### config.mk
export PLATFORM = sky130hd
export DESIGN_NAME = round_controller
export DESIGN_NICKNAME = d
export VERILOG_FILES = /design/src/rtl/switch_game_pkg.sv /design/src/rtl/sec_tick_gen.sv /design/src/rtl/round_controller.sv
export SDC_FILE = /design/constraint.sdc
export NUM_CORES = 1
export LEC_CHECK = 0
export ABC_CLOCK_PERIOD_IN_PS = 2600
export CORE_ASPECT_RATIO = 1.75
export CORE_MARGIN = 1.5
export CORE_UTILIZATION = 50
export CTS_CLUSTER_SIZE = 25
export DETAILED_ROUTE_END_ITERATION = 12
export GPL_TIMING_DRIVEN = 0
export HOLD_SLACK_MARGIN = 0.03
export PLACE_DENSITY = 0.76
export SYNTH_ARGS = -nofsm -noshare
export SYNTH_HDL_FRONTEND = slang
export SYNTH_SLANG_ARGS = --single-unit
### constraint.sdc
create_clock -name clk -period 2.6 [get_ports clk]
set_input_delay 0.52 -clock clk [delete_from_list [all_inputs] [get_ports clk]]
set_output_delay 0.52 -clock clk [all_outputs]
set_load 0.05 [all_outputs]
### src/rtl/switch_game_pkg.sv
// Shared types and widths for the switch game round logic.
package switch_game_pkg;

    localparam int unsigned SCORE_W = 14;
    localparam int unsigned ROUND_W = 8;
    localparam int unsigned SECS_W  = 6;

    typedef enum logic [2:0] {
        IDLE = 3'd0,
        REQ  = 3'd1,
        PLAY = 3'd2,
        GAP  = 3'd3,
        OVER = 3'd4
    } state_t;

endpackage

### src/rtl/sec_tick_gen.sv
// One-second strobe divider; clear restarts the second so the next tick is a full
// TICK_DIV cycles away. Tick is registered (asserted one cycle before the count wraps).
module sec_tick_gen #(
    parameter int unsigned TICK_DIV = 50_000_000
) (
    input  logic clk,
    input  logic reset_btn,
    input  logic clear,
    output logic tick
);

    localparam int unsigned CNT_W = (TICK_DIV > 2) ? $clog2(TICK_DIV) : 1;

    logic [CNT_W-1:0] cnt;

    always_ff @(posedge clk or posedge reset_btn) begin
        if (reset_btn) begin
            cnt  <= '0;
            tick <= 1'b0;
        end else if (clear) begin
            cnt  <= '0;
            tick <= 1'b0;
        end else begin
            tick <= (cnt == CNT_W'(TICK_DIV - 2));
            cnt  <= (cnt == CNT_W'(TICK_DIV - 1)) ? '0 : cnt + CNT_W'(1);
        end
    end

endmodule

### src/rtl/round_controller.sv
// Game-round sequencer: prompt request, round countdown, scoring, inter-round gap.
// Optional best-score register enabled with `define HIGH_SCORE_EN.
module round_controller
    import switch_game_pkg::*;
#(
    parameter int unsigned TICK_DIV    = 50_000_000,
    parameter int unsigned ROUND_SECS  = 15,
    parameter int unsigned GAP_SECS    = 5,
    parameter int unsigned BASE_POINTS = 2,
    parameter int unsigned BONUS_EVERY = 5,
    parameter int unsigned MAX_SHIFT   = 4
) (
    input  logic               clk,
    input  logic               reset_btn,
    input  logic               start,
    output logic               prompt_req,
    input  logic               prompt_ack,
    input  logic               sw_event,
    input  logic               sw_correct,
    output logic [SECS_W-1:0]  secs_left,
    output logic [SCORE_W-1:0] score,
    output logic [ROUND_W-1:0] round_num,
    output logic               playing,
    output logic               game_over,
    output logic [SCORE_W-1:0] high_score
);

    localparam int unsigned SHIFT_W  = $clog2(MAX_SHIFT + 1);
    localparam int unsigned STREAK_W = $clog2(BONUS_EVERY + 1);

    state_t              state, state_next;
    logic                tick;
    logic                tick_clear_c;
    logic                clear_game_c;
    logic                pass_c;
    logic                load_round_c;
    logic                dec_c;
    logic [STREAK_W-1:0] streak;
    logic [SHIFT_W-1:0]  shift;
    logic [SCORE_W-1:0]  points_c;
    logic [SCORE_W:0]    sum_c;
    logic [SCORE_W-1:0]  score_inc_c;

    sec_tick_gen #(.TICK_DIV(TICK_DIV)) u_tick (
        .clk       (clk),
        .reset_btn (reset_btn),
        .clear     (tick_clear_c),
        .tick      (tick)
    );

    always_ff @(posedge clk or posedge reset_btn) begin
        if (reset_btn) state <= IDLE;
        else            state <= state_next;
    end

    // Next state; start overrides everything else in the same cycle.
    always_comb begin
        state_next   = state;
        clear_game_c = 1'b0;
        pass_c       = 1'b0;
        load_round_c = 1'b0;
        dec_c        = 1'b0;
        case (state)
            IDLE: ;
            REQ: begin
                if (prompt_ack) begin
                    state_next   = PLAY;
                    load_round_c = 1'b1;
                end
            end
            PLAY: begin
                if (sw_event) begin
                    state_next = sw_correct ? GAP : OVER;
                    pass_c     = sw_correct;
                end else if (tick) begin
                    dec_c = 1'b1;
                    if (secs_left == SECS_W'(1)) state_next = OVER;
                end
            end
            GAP: begin
                if (tick) begin
                    dec_c = 1'b1;
                    if (secs_left == SECS_W'(1)) state_next = REQ;
                end
            end
            OVER: ;
            default: state_next = IDLE;
        endcase
        if (start) begin
            state_next   = REQ;
            clear_game_c = 1'b1;
            pass_c       = 1'b0;
            load_round_c = 1'b0;
            dec_c        = 1'b0;
        end
        // Divider held in clear outside the countdown states and on PLAY->GAP,
        // so each countdown starts on a fresh second.
        tick_clear_c = !(state == PLAY || state == GAP) ||
                       (state == PLAY && state_next != PLAY);
    end

    always_comb begin
        points_c    = SCORE_W'(BASE_POINTS) << shift;
        sum_c       = {1'b0, score} + {1'b0, points_c};
        score_inc_c = sum_c[SCORE_W] ? '1 : sum_c[SCORE_W-1:0];
    end

    always_ff @(posedge clk or posedge reset_btn) begin
        if (reset_btn) begin
            prompt_req <= 1'b0;
            playing    <= 1'b0;
            game_over  <= 1'b0;
            secs_left  <= '0;
            score      <= '0;
            round_num  <= '0;
            streak     <= '0;
            shift      <= '0;
        end else begin
            prompt_req <= (state_next == REQ);
            playing    <= (state_next == PLAY);
            game_over  <= (state_next == OVER);

            if (load_round_c)  secs_left <= SECS_W'(ROUND_SECS);
            else if (pass_c)   secs_left <= SECS_W'(GAP_SECS);
            else if (dec_c)    secs_left <= secs_left - SECS_W'(1);

            if (clear_game_c) begin
                score     <= '0;
                round_num <= '0;
                streak    <= '0;
                shift     <= '0;
            end else if (pass_c) begin
                score     <= score_inc_c;
                round_num <= (round_num == '1) ? round_num : round_num + ROUND_W'(1);
                // Multiplier doubling takes effect from the following round.
                if (streak == STREAK_W'(BONUS_EVERY - 1)) begin
                    streak <= '0;
                    shift  <= (shift >= SHIFT_W'(MAX_SHIFT)) ? SHIFT_W'(MAX_SHIFT)
                                                             : shift + SHIFT_W'(1);
                end else begin
                    streak <= streak + STREAK_W'(1);
                end
            end
        end
    end

`ifdef HIGH_SCORE_EN
    always_ff @(posedge clk or posedge reset_btn) begin
        if (reset_btn) begin
            high_score <= '0;
        end else if (state_next == OVER && state != OVER && score > high_score) begin
            high_score <= score;
        end
    end
`else
    assign high_score = '0;
`endif

endmodule

==> summary.txt <==
Die
  – Die Span X: ~70 um
  – Die Height: between 100 and 150 um
  – Core Region: about 0.0076 sq mm
  – Ports: 51
  – Initial Util: between 50% and 60%
  – Die area: 0.008368 sq mm
  – Row count: 42

Routing
  – DR vias/cell: 5.825
  – Post-route DRC violation count: 0
  – Pre-Repair DR Iteration Count: 5
  – First DRT Iteration DRCs: around 210
  – Post-DRT Antenna Nets: 0
  – Avg WL per Cell: 16.41 um
  – Vias after detailed routing: about 3300
  – Drt total wl: between 9 and 10 mm

Yosys
  – Mapped Area: approximately 0.0039 sq mm
  – Most frequent cell after synthesis: dfrtp_1
  – Cells after Synth: 411
  – Post-synthesis sequential area ratio: a little over two fifths
  – Synth area leader: dfrtp_1
  – Synth top cells by count: dfrtp_1, nor2_1, xor2_1, nand2_1, inv_1
  – Total number of yosys warnings: 0
  – Top_reg_cell synth: dfrtp_1
  – Netlist cell types: 60
  – Syn avg cell area: 9.498 sq um
  – Synth async-reset ratio: 100.0%
  – EDFF count, synth: 0
  – Post-synth top area share: between 40% and 50%
  – Yosys reg bits: between 60 and 70
  – Synth area leaders: dfrtp_1, ha_1, xor2_1

Job
  – Max-cap violations: 0

Pwr
  – Peak VDD IR: between 0.0005 and 0.0006 V
  – Lkg Pwr: about 2.1 nW
  – Sequential share of power: 40.7%
  – Post-route total power: 2.638 mW
  – Pwr/cell area: 534.9 mW/mm^2
  – Sw power: roughly 670 uW
  – P_int: a little under 2 mW
  – Switching share of power: 25.22%
  – Gate power share: 8.8%
  – Clock share of power: slightly above 50%

Clock network
  – Clk buf depth: 2
  – CTS tree: done
  – TritonCTS Buffers: 9
  – Clock Latency Late Sink: 340 ps
  – CTS H-Tree Depth: 3
  – # clock sinks: between 60 and 70
  – CTS Root Cell: clkbuf_16
  – CTS clock-pin slew for the worst setup and hold paths: 60 ps

STA
  – Fin. Hold Viols: 0
  – Final worst-path cycle share: approximately 100%
  – Slew @ Worst Pin: between 800 and 900 ps
  – Hold Worst Slack: 510.1 ps
  – Final Setup Violations: 0
  – Setup TNS: 0 ps
  – Min Clock Period, post-route: roughly 2600 ps
  – Skew final: around 9.4 ps
  – Fmax: slightly below 400 MHz
  – Worst slew margin: approximately 44%
  – RSZ-0062 raised after global routing: yes
  – Max Slew Vio Count: 0

Setup path
  – Arr. time, crit path: 2820 ps
  – CP startpoint kind: flip-flop
  – Reg2reg setup slack: about 24 ps
  – Kind of critical path: reg2reg
  – Required @ worst endpoint: roughly 2900 ps
  – CP max FO: 3
  – CP endpoint kind: flip-flop

Placed design
  – Gp weighted congestion: slightly above 0.9
  – HPWL after DPL: between 6 and 7 mm
  – Port bufs: 36
  – DP Area: ~0.0044 sq mm

Global routing
  – Gr usage total: a little under a quarter
  – Gr ovfl total: 0
  – Vias in the first global route: between 3000 and 4000
  – Initial antenna violation count: 0
  – Global-route wire length before repair: between 15 and 20 mm
  – Largest net degree at the start of global routing: 68

Worst hold path
  – Hold Path Class: reg2reg

Run status
  – Status: finished clean

Cells and area
  – Layout cells sized above 1: approximately 15%
  – N_diodes: 0
  – Final core occ: around two thirds
  – P&R area growth vs syn: 26.31%
  – Cell area after layout: 0.004931 sq mm
  – Nets@finish: ~500
area by class of cell:
cell class / instances / area (sq um)
repair buffers: 45 / 440.4
clock buffers: 9 / 225.2
inverters: 20 / 77.57
plain buffers: 27 / 171.4
clock inverters: 7 / 100.1
flip-flops and latches: 67 / 1677
well taps: 88 / 110.1
fillers: 604 / 2636
multi-input cells: 309 / 2130
path summary, 6_finish.rpt:
check                               start  cells after the start        endpoint
worst max-delay path             shift[0]                     11        score[9]
worst min-delay path             score[0]                      2        score[0]
worst max register to register   shift[0]                     11        score[9]
worst min register to register   score[0]                      2        score[0]
max in group asynchronous       reset_btn                      2  u_tick.cnt[11]
min in group asynchronous       reset_btn                      2        score[0]
metal layers:
layer	track usage (%)	vias up	wire length, um	share of wire [%]
met5	0	-	0	0
met4	12.02	0	365	3.9
met2	41.37	110	5114	54
met1	25.43	1625	3511	37
li1	-	1562	-	-
met3	3.946	35	394	4.2
what timing repair did:
item,4_1_cts,5_1_grt
setup buffers,4,5
gates resized for setup,7,17
hold buffers,0,0
setup endpoints to repair,12,13
pin swaps,1,6
power by group through the flow:
stage	sequential (mW)	combinational (mW)	clock [mW]
floorplan	1.12	0.145	0
global placement	1.09	0.227	0
detailed placement	1.09	0.231	0
CTS	1.07	0.232	1.34
global route	1.08	0.249	1.38
finish	1.07	0.232	1.33
registers in the layout, summed over array words and instances, names as in the netlist:
register,flops
game_over,1
playing,1
prompt_req,1
round_num,8
score,14
secs_left,6
shift,3
state,3
streak,3
u_tick.cnt,26
u_tick.tick,1
stage by stage:
stage / std cells / setup slack (ps)
global route: 572 / -70.08
CTS: 568 / 0.9224
floorplan: 424 / 98.68
finish: 572 / 24.21
global placement: 548 / -788.8
detailed placement: 548 / -221.1
logic make-up (layout without fill, tap and decap cells):
kind of cell / count (synthesis) / in the layout / share of synthesized area [%]
AND/OR/NAND/NOR: 164 / 164 / 22.63
multiplexers: 4 / 4 / 1.090
flip-flops: 67 / 67 / 42.95
other: 1 / 14 / 0.09606
adder cells (fa/ha/maj): 20 / 20 / 6.603
buffers and inverters: 48 / 108 / 6.410
AO/OA/AOI/OAI: 71 / 71 / 12.15
XOR/XNOR: 36 / 36 / 8.077
placed cells by master (no fill, tap or decap), types with 3 or more instances in the layout:
master	n
a211oi_1	5
a21o_1	3
a21oi_1	15
a31oi_1	9
a41oi_1	3
and2_1	7
and3_1	8
and4_1	6
buf_4	22
clkbuf_1	9
clkbuf_16	9
clkdlybuf4s50_1	36
clkinvlp_4	3
conb_1	14
dfrtp_1	67
ha_1	16
inv_1	16
inv_2	3
nand2_1	24
nand2b_1	3
nand3_1	14
nand4_1	16
nor2_1	48
nor2b_1	6
nor3_1	9
nor3b_1	3
o211ai_1	4
o21ai_0	10
xnor2_1	10
xor2_1	26
worst max-delay path: stages, from the launching register on:
cell	delay, ps
dfrtp_1	390
inv_2	90
ha_4	130
nor2b_4	140
ha_4	140
inv_2	30
fa_2	330
and2b_2	270
o2111ai_4	160
a32o_2	320
or3_1	310
a31oi_1	170
Power figures use the tool's default switching activity.
